<file path="src/rtl/breathe_leds.sv">
// breathe_leds: multi-channel PWM LED breathing / ramp / hold pattern generator.
// Define BREATHE_STAGGER_EN to offset each channel's pattern phase by STAGGER steps.
module breathe_leds #(
  parameter int CH      = 16,
  parameter int W       = 8,
  parameter int DIV     = 500_000,
  parameter int STAGGER = 16
) (
  input  logic          sys_clk,
  input  logic          rst_n,
  input  logic          enable,
  input  logic [1:0]    mode,
  input  logic [W-1:0]  level,
  output logic [CH-1:0] LED,
  output logic          peak
);

  localparam int M  = (1 << W) - 1;
  localparam int PW = (DIV > 1) ? $clog2(DIV) : 1;

  localparam logic [PW-1:0] PRE_LAST = PW'(DIV - 1);
  localparam logic [W:0]    PH_MID   = (W+1)'(M);
  localparam logic [W:0]    PH_LAST  = (W+1)'(2 * M - 1);
  localparam logic [W-1:0]  PWM_LAST = W'(M - 1);

  typedef enum logic [1:0] {
    MODE_OFF  = 2'b00,
    MODE_TRI  = 2'b01,
    MODE_SAW  = 2'b10,
    MODE_HOLD = 2'b11
  } mode_e;

  logic [PW-1:0] pre_q, pre_d;
  logic [W:0]    ph_q, ph_d;
  logic [W-1:0]  pwm_q, pwm_d;
  logic          step, step_q, peak_q, pwm_wrap;
  logic [CH-1:0] led_q;
  logic [W:0]    chan_p;
  logic [W-1:0]  target [CH];
  logic [W-1:0]  duty_q [CH];

  // Above M the low W bits are p - 2^W, and 2M - p == (M-1) - (p - 2^W).
  function automatic logic [W-1:0] fold(input logic [W:0] p);
    return (p <= PH_MID) ? p[W-1:0] : PWM_LAST - p[W-1:0];
  endfunction

`ifdef BREATHE_STAGGER_EN
  function automatic logic [W:0] chan_phase(input logic [W:0] ph, input int idx);
    logic [W:0]   off;
    logic [W+1:0] sum;
    off = (W+1)'((longint'(idx) * longint'(STAGGER)) % longint'(2 * M));
    sum = {1'b0, ph} + {1'b0, off};
    return (sum >= (W+2)'(2 * M)) ? (W+1)'(sum - (W+2)'(2 * M)) : sum[W:0];
  endfunction
`endif

  // NOTE: every variable of an always_comb gets a default before any branch, so no latch can be inferred.
  always_comb begin
    pre_d    = pre_q;
    ph_d     = ph_q;
    step     = 1'b0;
    pwm_wrap = (pwm_q == PWM_LAST);
    pwm_d    = pwm_wrap ? '0 : pwm_q + 1'b1;
    if (enable) begin
      if (pre_q == PRE_LAST) begin
        pre_d = '0;
        step  = 1'b1;
      end else begin
        pre_d = pre_q + 1'b1;
      end
    end
    if (step) begin
      ph_d = (ph_q == PH_LAST) ? '0 : ph_q + 1'b1;
    end
  end

  always_comb begin
    chan_p = '0;
    for (int i = 0; i < CH; i++) begin
      target[i] = '0;
`ifdef BREATHE_STAGGER_EN
      chan_p = chan_phase(ph_q, i);
`else
      chan_p = ph_q;
`endif
      case (mode_e'(mode))
        MODE_TRI:  target[i] = fold(chan_p);
        MODE_SAW:  target[i] = chan_p[W:1];
        MODE_HOLD: target[i] = level;
        default:   target[i] = '0;
      endcase
    end
  end

  // NOTE: sequential state uses non-blocking assignments so every register samples pre-edge values.
  always_ff @(posedge sys_clk or negedge rst_n) begin
    if (!rst_n) begin
      pre_q  <= '0;
      ph_q   <= '0;
      pwm_q  <= '0;
      step_q <= 1'b0;
      peak_q <= 1'b0;
      led_q  <= '0;
      // NOTE: the duty array is reset too; LEDs must be dark right after reset, not after one PWM period.
      for (int i = 0; i < CH; i++) begin
        duty_q[i] <= '0;
      end
    end else begin
      pre_q  <= pre_d;
      ph_q   <= ph_d;
      pwm_q  <= pwm_d;
      step_q <= step;
      // Pulse only on the step that lands on M, not while frozen there.
      peak_q <= step_q && (ph_q == PH_MID);
      for (int i = 0; i < CH; i++) begin
        if (pwm_wrap) begin
          duty_q[i] <= target[i];
        end
        led_q[i] <= (pwm_q < duty_q[i]);
      end
    end
  end

  assign LED  = led_q;
  assign peak = peak_q;

endmodule

</file>
<file path="config.mk">
export PLATFORM = sky130hd
export DESIGN_NAME = breathe_leds
export DESIGN_NICKNAME = d
export VERILOG_FILES = /design/src/rtl/breathe_leds.sv
export SDC_FILE = /design/constraint.sdc
export NUM_CORES = 1
export LEC_CHECK = 0
export CAP_MARGIN = 20
export CORE_UTILIZATION = 50
export CTS_CLUSTER_DIAMETER = 40
export DETAILED_ROUTE_END_ITERATION = 8
export PLACE_DENSITY = 0.77
export SLEW_MARGIN = 25
export SYNTH_ARGS = -nofsm -noshare
export SYNTH_HDL_FRONTEND = slang
export SYNTH_SLANG_ARGS = --single-unit
</file>
<file path="constraint.sdc">
create_clock -name sys_clk -period 2.4 [get_ports sys_clk]
set_input_delay 0.24 -clock sys_clk [delete_from_list [all_inputs] [get_ports sys_clk]]
set_output_delay 0.24 -clock sys_clk [all_outputs]
set_load 0.005 [all_outputs]
</file>
==> reports/results.txt, run 1 <==
XOR/XNOR share of the synthesized area - 4.78%
crit share post-route - 93.6%
CP max stage cell - or4_1
Unique masters post-synth - 48
Slew Limit Headroom - 66.8%
starting density of the core - 52.6%
post-synthesis cell area - 2930 um2
Peak VDD IR - 549 uV
fraction of layout cells with a size suffix above 1 - 12.6%
Power Density - 446 nW/um2
CP Depth - 5
largest net degree at the start of global routing - 28
post-CTS setup buffers - 0
final hold vios - 0
final setup fails - 0
Finished Layout Cells - 412
IO Pins - 30
Routed WL per cell - 14.8 um
Fill cells - 490
register area - 1180 um2
area of the die - 6170 um2
clk buf depth - 2
Layout Utilization - 60.3%
number of global-route vias before repair - 2341
Total Power - 1.50 mW
DIE WIDTH - 78.6 um
min Tclk post-route - 2.25 ns
synthesized instance count - 313
FF-to-FF path depth - 5
clk slew on worst S/H paths - 0.09 ns
GR Util All Layers - 21.9%
setup tns final - 0 ns
clk_lat worst skew - 0.30 ns
Adder-Cell Fraction of Synth Area - 5.55%
cell row count - 27
max-cap viol count - 0
routability cong. - 0.859
setup repair after global routing missed its margin - false
max-slew violations - 0
Hold Path Class - in2async
worst path arrival time - 2.43 ns
CP Cell Sequence - or4_1, or4_1, or2_1, clkinv_4, mux2_1
Yosys reg bits - 47
CP required - 2.58 ns
area fraction in compound gates after synthesis - 12.5%
Crit Path Max Fanout - 7
Buf/Inv on CP - 1
CTS root buffer - clkbuf_8
htree depth - 2
Synth Area per Inst - 9.36 um2
DP HPWL - 4660 um
Synth async-reset ratio - 100%
post-cts resize count - 0
drt pass-1 iters - 4
Crit. End Element - flip-flop
final layout net count - 365
Post-synth top flop - dfrtp_1
Simple-Gate Fraction of Synth Area - 21.1%
Syn Nets - 339
# placed instances - 403
most used cell, CP - or4_1
Yosys warnings - 0
PortBufs - 29
CTS tree - yes
Congestion Overflow GR - 0
CP delay by family, top - simple AND/OR/NAND/NOR gates
fmax - 0.445 GHz
clock sink total - 47
Leakage Power - 1.47 nW
number of synthesized flops with an enable pin - 0
mux contribution to synthesized area - 7.47%
DRC violations left - 0
initial antenna violation count - 0
status - completed
chip height - 78.6 um
area grow syn2layout - 14.7%
total core area - 5570 um2
Multi-input gate area - 1510 um2
skew final - 0.0113 ns
Worst path max stage delay - 0.56 ns
Post-Route WL - 6120 um
largest family of logic cells by synthesized area - simple AND/OR/NAND/NOR gates
reg-to-reg slack, setup - 0.15 ns
Tightest Pin Transition - 0.498 ns
Worst Setup Start Kind - flip-flop
Inserted Diodes - 0
Seq/Total Area, Yosys - 40.1%
1st-iter DRT viols - 154
via count - 2370
via/cell ratio - 5.75
antenna viol nets, final - 0
critical path class - reg2reg
TritonCTS buffer count - 5
global-route wire length before repair - 10700 um
## sequential cells by signal, indices dropped and copies added (netlist names)
register / cells
pwm_q: 8
duty_q: 8
pre_q: 19
chan_p: 9
LED: 1
step_q: 1
peak: 1
## cell families after synthesis
kind of cell	count (synthesis)
compound gates	58
buf+inv	47
xor+xnor	16
fa+ha+maj	13
flops	47
simple gates	112
mux	20
## routing by layer
| metal | GRT usage [%] | part of all wire (%) | vias up |
|---|---|---|---|
| met3 | 4.19 | 4.8 | 10 |
| met1 | 28.6 | 46 | 1141 |
| met2 | 37.0 | 48 | 58 |
| met4 | 5.93 | 1.2 | 0 |
| met5 | 0 | 0 | - |
| li1 | - | - | 1161 |
## placed cells by master, fill, tap and decap left out, drive strengths merged, types with 4 or more instances in the layout
cell type / n
ha: 13
nor4: 4
o21ai: 18
nand2: 19
clkbuf: 7
or2: 4
xnor2: 9
buf: 20
clkdlybuf4s50: 28
and2: 4
nand2b: 5
dfrtp: 47
a21oi: 11
nand4: 9
mux2i: 5
o31ai: 9
nand3: 22
nor2: 18
and4: 7
mux2: 15
xor2: 7
inv: 16
## cells in the mapped netlist (3+ instances only)
| cell type | number | area, um2 |
|---|---|---|
| or2_2 | 3 | 18.8 |
| nor4_1 | 4 | 25.0 |
| o31ai_1 | 9 | 67.6 |
| or4_1 | 3 | 22.5 |
| dfrtp_1 | 47 | 1180 |
| inv_1 | 16 | 60.1 |
| and3_1 | 3 | 18.8 |
| o21ai_0 | 18 | 90.1 |
| nor2_1 | 18 | 67.6 |
| nand3_1 | 22 | 110 |
| a21o_1 | 3 | 22.5 |
| a31oi_1 | 3 | 18.8 |
| a21oi_1 | 11 | 55.1 |
| buf_4 | 15 | 113 |
| clkbuf_1 | 12 | 45.0 |
| xor2_1 | 7 | 61.3 |
| a211oi_1 | 3 | 22.5 |
| mux2i_1 | 5 | 50.1 |
| nand2b_1 | 5 | 31.3 |
| or3_1 | 3 | 18.8 |
| ha_1 | 13 | 163 |
| and4_1 | 7 | 61.3 |
| nand2_1 | 19 | 71.3 |
| xnor2_1 | 9 | 78.8 |
| mux2_2 | 13 | 146 |
| and2_1 | 4 | 25.0 |
| nand4_1 | 9 | 56.3 |
## worst register-to-register path, cell delays in order, from the launching register on
cell	delay (ns)
dfrtp_1	0.38
or4_1	0.51
or4_1	0.56
or2_1	0.28
clkinv_4	0.09
mux2_1	0.32
## through the flow
step | area [um2] | hold WS [ns] | setup slack, ns
6_report | 3360 | 0.428 | 0.155
5_1_grt | 3360 | 0.484 | 0.0817
4_1_cts | 3360 | 0.445 | 0.145
3_5_place_dp | 3270 | 0.229 | 0.152
3_3_place_gp | 3270 | 0.221 | 0.185
2_1_floorplan | 2930 | -0.0556 | 0.0393
## path summary, 6_finish.rpt
path | start | endpoint
max | pre_q[14] | chan_p[8]
min reg2reg | step_q | peak
max in group asynchronous | rst_n | pre_q[13]
max reg2reg | pre_q[14] | chan_p[8]
min | rst_n | pwm_q[2]
min in group sys_clk | step_q | peak
## what timing repair did
| action | 4_1_cts | 5_1_grt |
|---|---|---|
| endpoints found under the hold margin | 20 | 0 |
| hold buffers | 1 | 0 |
| endpoints found under the setup margin | 0 | 0 |
## power by group
group / switching [mW] / total (mW) / internal [mW]
sequential: 0.0639 / 0.897 / 0.833
clock: 0.248 / 0.453 / 0.205
combinational: 0.0727 / 0.148 / 0.0756
## final cells by class
type / count / area share (%)
tap: 72 / 2.68
timing repair buffer: 49 / 13.0
multi-input combinational: 219 / 44.8
inverter: 17 / 2.05
clock buffer: 7 / 2.27
clock inverter: 1 / 0.149
sequential: 47 / 35.0
(Power assumes the default switching activity.)
==> run 2, diff against run 1 <==
SETUP_SLACK_MARGIN = 0.02   (was not set)
==> results of run 2 <==
Same layout as run 1: the final DEF is identical, and so are final timing and power.
==> run 3, diff against run 2 <==
SKIP_CTS_REPAIR_TIMING = 1   (was not set)
==> results of run 3 <==
Same layout as run 1: the final DEF is identical, and so are final timing and power.
Main changes from that run: via count of the first global-routing pass 2341 -> 2329; met2 usage 37.0% -> 36.8%
